### config.mk
export PLATFORM = sky130hd
export DESIGN_NAME = bcd_serial_adder
export DESIGN_NICKNAME = d
export VERILOG_FILES = /design/src/rtl/bcd_serial_adder_pkg.sv /design/src/rtl/bcd_digit_cell.sv /design/src/rtl/bcd_serial_adder.sv
export SDC_FILE = /design/constraint.sdc
export NUM_CORES = 1
export LEC_CHECK = 0
export CORE_MARGIN = 2
export CORE_UTILIZATION = 55
export DETAILED_ROUTE_END_ITERATION = 8
export GPL_ROUTABILITY_DRIVEN = 0
export GPL_TIMING_DRIVEN = 0
export PLACE_DENSITY = 0.91
export SYNTH_ARGS = -nofsm -noshare
export SYNTH_HDL_FRONTEND = slang
export SYNTH_SLANG_ARGS = --single-unit
export TNS_END_PERCENT = 1
### constraint.sdc
create_clock -name clk -period 6.3 [get_ports clk]
set_clock_uncertainty 0.1 [all_clocks]
set_input_delay 1.89 -clock clk [delete_from_list [all_inputs] [get_ports clk]]
set_output_delay 1.89 -clock clk [all_outputs]
set_load 0.02 [all_outputs]
### src/rtl/bcd_serial_adder_pkg.sv
// rtl/bcd_serial_adder_pkg.sv - shared state encoding and BCD constants for the serial BCD adder
package bcd_serial_adder_pkg;

  localparam logic [1:0] IDLE = 2'd0;
  localparam logic [1:0] RUN  = 2'd1;
  localparam logic [1:0] DONE = 2'd2;

  typedef enum logic [1:0] {
    S_IDLE = IDLE,
    S_RUN  = RUN,
    S_DONE = DONE
  } state_t;

  localparam logic [4:0] BCD_MAX = 5'd9;
  localparam logic [4:0] BCD_ADJ = 5'd6;

endpackage

### src/rtl/bcd_digit_cell.sv
// rtl/bcd_digit_cell.sv - combinational single-digit BCD add with decimal carry and bad-digit flag
module bcd_digit_cell
  import bcd_serial_adder_pkg::*;
(
  input  logic [3:0] a_d,
  input  logic [3:0] b_d,
  input  logic       c_in,
  output logic [3:0] digit,
  output logic       c_out,
  output logic       bad
);

  logic [4:0] w_t;
  logic [4:0] w_adj;

  always_comb begin
    w_t   = {1'b0, a_d} + {1'b0, b_d} + {4'd0, c_in};
    w_adj = w_t + BCD_ADJ;
    c_out = (w_t > BCD_MAX);
    // Adding 6 may wrap past 5 bits for illegal digits; only the low nibble matters.
    digit = c_out ? w_adj[3:0] : w_t[3:0];
    bad   = ({1'b0, a_d} > BCD_MAX) | ({1'b0, b_d} > BCD_MAX);
  end

endmodule

### src/rtl/bcd_serial_adder.sv
// rtl/bcd_serial_adder.sv - multi-digit packed-BCD adder, one digit pair per clock
module bcd_serial_adder
  import bcd_serial_adder_pkg::*;
#(
  parameter int DIGITS = 4
) (
  input  logic                clk,
  input  logic                rst,
  input  logic                in_valid,
  output logic                in_ready,
  input  logic [4*DIGITS-1:0] a,
  input  logic [4*DIGITS-1:0] b,
  input  logic                cin,
  output logic                out_valid,
  input  logic                out_ready,
  output logic [4*DIGITS-1:0] sum,
  output logic                cout,
  output logic                err
);

  localparam int W    = 4 * DIGITS;
  localparam int IDXW = (DIGITS > 1) ? $clog2(DIGITS) : 1;
  localparam logic [IDXW-1:0] LAST_IDX = IDXW'(DIGITS - 1);

  state_t          r_state;
  logic [W-1:0]    r_a;
  logic [W-1:0]    r_b;
  logic [W-1:0]    r_sum;
  logic [IDXW-1:0] r_idx;
  logic            r_carry;
  logic            r_cout;
  logic            r_err;
  logic            r_out_valid;

  logic [3:0]      w_digit;
  logic            w_c_out;
  logic            w_bad;

  bcd_digit_cell u_cell (
    .a_d   (r_a[3:0]),
    .b_d   (r_b[3:0]),
    .c_in  (r_carry),
    .digit (w_digit),
    .c_out (w_c_out),
    .bad   (w_bad)
  );

  always_ff @(posedge clk or posedge rst) begin
    if (rst) begin
      r_state     <= S_IDLE;
      r_a         <= '0;
      r_b         <= '0;
      r_sum       <= '0;
      r_idx       <= '0;
      r_carry     <= 1'b0;
      r_cout      <= 1'b0;
      r_err       <= 1'b0;
      r_out_valid <= 1'b0;
    end else begin
      case (r_state)
        S_IDLE: begin
          if (in_valid) begin
            r_a     <= a;
            r_b     <= b;
            r_carry <= cin;
            r_err   <= 1'b0;
            r_idx   <= '0;
            r_state <= S_RUN;
          end
        end
        S_RUN: begin
          // Operands shift right so the cell always sees the current digit in [3:0].
          r_a                 <= r_a >> 4;
          r_b                 <= r_b >> 4;
          r_sum[4*r_idx +: 4] <= w_digit;
          r_carry             <= w_c_out;
          r_err               <= r_err | w_bad;
          if (r_idx == LAST_IDX) begin
            r_cout      <= w_c_out;
            r_out_valid <= 1'b1;
            r_state     <= S_DONE;
          end else begin
            r_idx <= r_idx + IDXW'(1);
          end
        end
        S_DONE: begin
          if (out_ready) begin
            r_out_valid <= 1'b0;
            r_state     <= S_IDLE;
          end
        end
        default: r_state <= S_IDLE;
      endcase
    end
  end

  assign in_ready  = (r_state == S_IDLE);
  assign out_valid = r_out_valid;
  assign sum       = r_sum;
  assign cout      = r_cout;
  assign err       = r_err;

endmodule

==> out/results.txt <==
CTS tree - built
RSZ-0062 raised after global routing - no
Met2 WL - 3150 µm
1st-iter DRT viols - 114
Pre-CTS setup slack - 2.57 ns
Share of cells above drive strength 1 - 5.72%
N_diodes - 0
Total core area - 5070 µm²
DP HPWL - 4860 µm
Top FF cell, synth - dfrtp_1
DIE WIDTH - 76.5 µm
Reg area - 1400 µm²
TritonCTS Buffers - 5
Reg2reg path depth - 9
Final min period - 3.81 ns
Top-count cell post-synth - dfrtp_1
Setup crit end kind - output port
Htree depth - 2
FF+latch count, synth - 56
Reg-to-Reg Start - r_a[0]$_DFFE_PP0P_
EDFF count, synth - 0
CP Launch Point - r_state[1]$_DFFE_PP0P_
Share of the synthesized area in the top cell type - 48.5%
Vias per inst - 5.63
Syn nets - 352
Leakage - 1.64 nW
Initial Util - 57.0%
Ys Warns - 0
Row count - 26
Worst Path Arrival - 1.82 ns
I/O Buffers - 56
DR WL/cell - 14.6 µm
First-pass GRT wire length - 10900 µm
Setup slack, reg-to-reg - 3.09 ns
Max_slew headroom - 67.9%
Status - completed
Critical path class - register to output port
HP Class - register to register
Cell Pwr Density - 497 nW/µm²
Sequential-to-total area share from yosys stat - 48.5%
Via count - 2460
Crit-path cells - buf_2 -> nor2_1 -> clkdlybuf4s50_1
Post-Route WL - 6370 µm
Total track usage - 22.7%
Worst r2r dst - sum[10]$_DFFE_PP0P_
Placed cells - 430
Total power - 0.00181 W
CP top delay family - buffers and inverters
Crit path buffers/inverters - 2
Met3 WL - 367 µm
Tightest Pin Transition - 0.482 ns
Crit start category - register
Largest stage delay, worst path - 0.67 ns
Clk sinks - 56
Period Utilization, post-route - 60.5%
Most frequent cells after synthesis - dfrtp_1, nand2_1, o21ai_0, a21oi_1, and3b_1
Final setup viols - 0
Highest routing layer actually used - met4
Nets - 416
Post-Route M1 WL - 2760 µm
Clock Path Buffers - 2
Final hold violations - 0
Slack of the critical path - 2.49 ns
Fillers - 405
Cells after Synth - 303
Ranking of synthesized cells by area - dfrtp_1, and3b_1, nand2_1
Die area - 5850 µm²
CTS resizes - 0
Final std cells w/o fill - 437
Worst vdd ir - 0.225 mV
TritonRoute pass-1 iters - 5
Initial antenna violation count - 0
Clock slew at reported path FFs - 0.10 ns
DRC viols - 0
CTS Hold Bufs - 0
Post-Synthesis Cell Area - 2890 µm²
Max Cap Viol - 0
TNS Setup - 0 ns
Final Max Slew Viols - 0
Synth async-reset ratio - 100%
Mean Syn Cell Area - 9.54 µm²
Critical Path RT - 4.31 ns
Yosys cell types - 41
Critical Path Sink - in_ready
Largest net degree at the start of global routing - 40
CP max stage cell - clkdlybuf4s50_1
Worst hold slack - 0.387 ns
Area of the multi-input gates - 1390 µm²
Final ANT Viol Nets - 0
Fmax - 262 MHz
Setup bufs post-CTS - 0
CTS root buf - clkbuf_8
Die Y - 76.5 µm
Ports - 57
Worst path depth - 3
Vias in the first global route - 2341
Crit-path max FO - 9
Clock Latency Late Sink - 0.32 ns
Layout area overhead - 26.0%
Synth area leader - dfrtp_1
Total gr overflow - 0
worst min-delay path: stages (launching register included):
cell and delay [ns]:
dfrtp_1 0.35, nand2_1 0.05, o31ai_1 0.06
cell families after synthesis:
logic type	count (synthesis)	share of synthesized area, %
xor+xnor	1	0.303
mux	2	0.736
fa+ha+maj	12	5.71
compound gates	102	21.0
simple gates	104	20.4
flops	56	48.5
buf+inv	26	3.42
routing by layer:
| metal | global-route usage [%] | vias to the layer above |
|---|---|---|
| met5 | 0 | - |
| met4 | 6.73 | 0 |
| met2 | 38.1 | 89 |
| met3 | 4.03 | 10 |
| met1 | 30.4 | 1169 |
| li1 | - | 1192 |
registers in the layout, indices dropped and copies added, names as in the netlist:
signal	flops
cout	1
r_carry	1
r_b	16
err	1
sum	16
out_valid	1
r_idx	2
r_a	16
r_state	2
final cells by class:
cell class,instances,area share (%)
multi-input combinational,221,38.2
inverter,10,1.03
sequential,56,38.4
clock inverter,2,0.446
buffer,16,1.68
tap,70,2.40
timing repair buffer,57,15.9
clock buffer,5,1.89
worst min path at each step:
| stage | startpoint | end | slack [ns] | cells past startpoint |
|---|---|---|---|---|
| 5_1_grt | r_a[10]$_DFFE_PP0P_ | r_a[10]$_DFFE_PP0P_ | 0.43 | 2 |
| 4_1_cts | sum[9]$_DFFE_PP0P_ | sum[9]$_DFFE_PP0P_ | 0.39 | 2 |
| 6_report | sum[9]$_DFFE_PP0P_ | sum[9]$_DFFE_PP0P_ | 0.39 | 2 |
| 2_1_floorplan | r_a[10]$_DFFE_PP0P_ | r_a[10]$_DFFE_PP0P_ | 0.35 | 2 |
| 3_5_place_dp | sum[9]$_DFFE_PP0P_ | sum[9]$_DFFE_PP0P_ | 0.37 | 2 |
| 3_3_place_gp | r_a[11]$_DFFE_PP0P_ | r_a[11]$_DFFE_PP0P_ | 0.36 | 2 |
metrics by stage:
step	area (µm²)	utilization [%]
floorplan	2890	-
global placement	3540	69.7
detailed placement	3560	70.1
CTS	3640	71.8
global route	3640	71.8
finish	3640	71.8
report_power, final:
group          internal, W  leakage [nW]  switching (W)
Sequential        0.000490         0.732      0.0000917
Clock            0.0000779        0.0406       0.000124
Combinational     0.000442         0.870       0.000587
Total              0.00101          1.64       0.000803
layout by cell type, fill, tap and decap left out, types with 2 or more instances in the layout:
| cell | Yosys | final |
|---|---|---|
| clkdlybuf4s50_1 | 0 | 56 |
| fa_1 | 2 | 2 |
| and2_1 | 3 | 3 |
| ha_1 | 10 | 10 |
| nor3b_1 | 2 | 2 |
| nand2_1 | 50 | 50 |
| a21oi_1 | 31 | 31 |
| nor2_1 | 6 | 6 |
| o31ai_1 | 5 | 5 |
| or3_1 | 2 | 2 |
| a22o_1 | 7 | 7 |
| o21ai_0 | 35 | 35 |
| a21o_1 | 2 | 2 |
| inv_2 | 1 | 2 |
| dfrtp_1 | 56 | 56 |
| nand2_2 | 2 | 2 |
| and3b_1 | 22 | 22 |
| clkbuf_1 | 14 | 14 |
| nor2b_1 | 8 | 8 |
| clkbuf_8 | 0 | 5 |
| o21ai_1 | 13 | 13 |
| and3_1 | 2 | 2 |
| inv_1 | 9 | 8 |
| a22oi_1 | 2 | 2 |
Power figures use the tool's default switching activity.
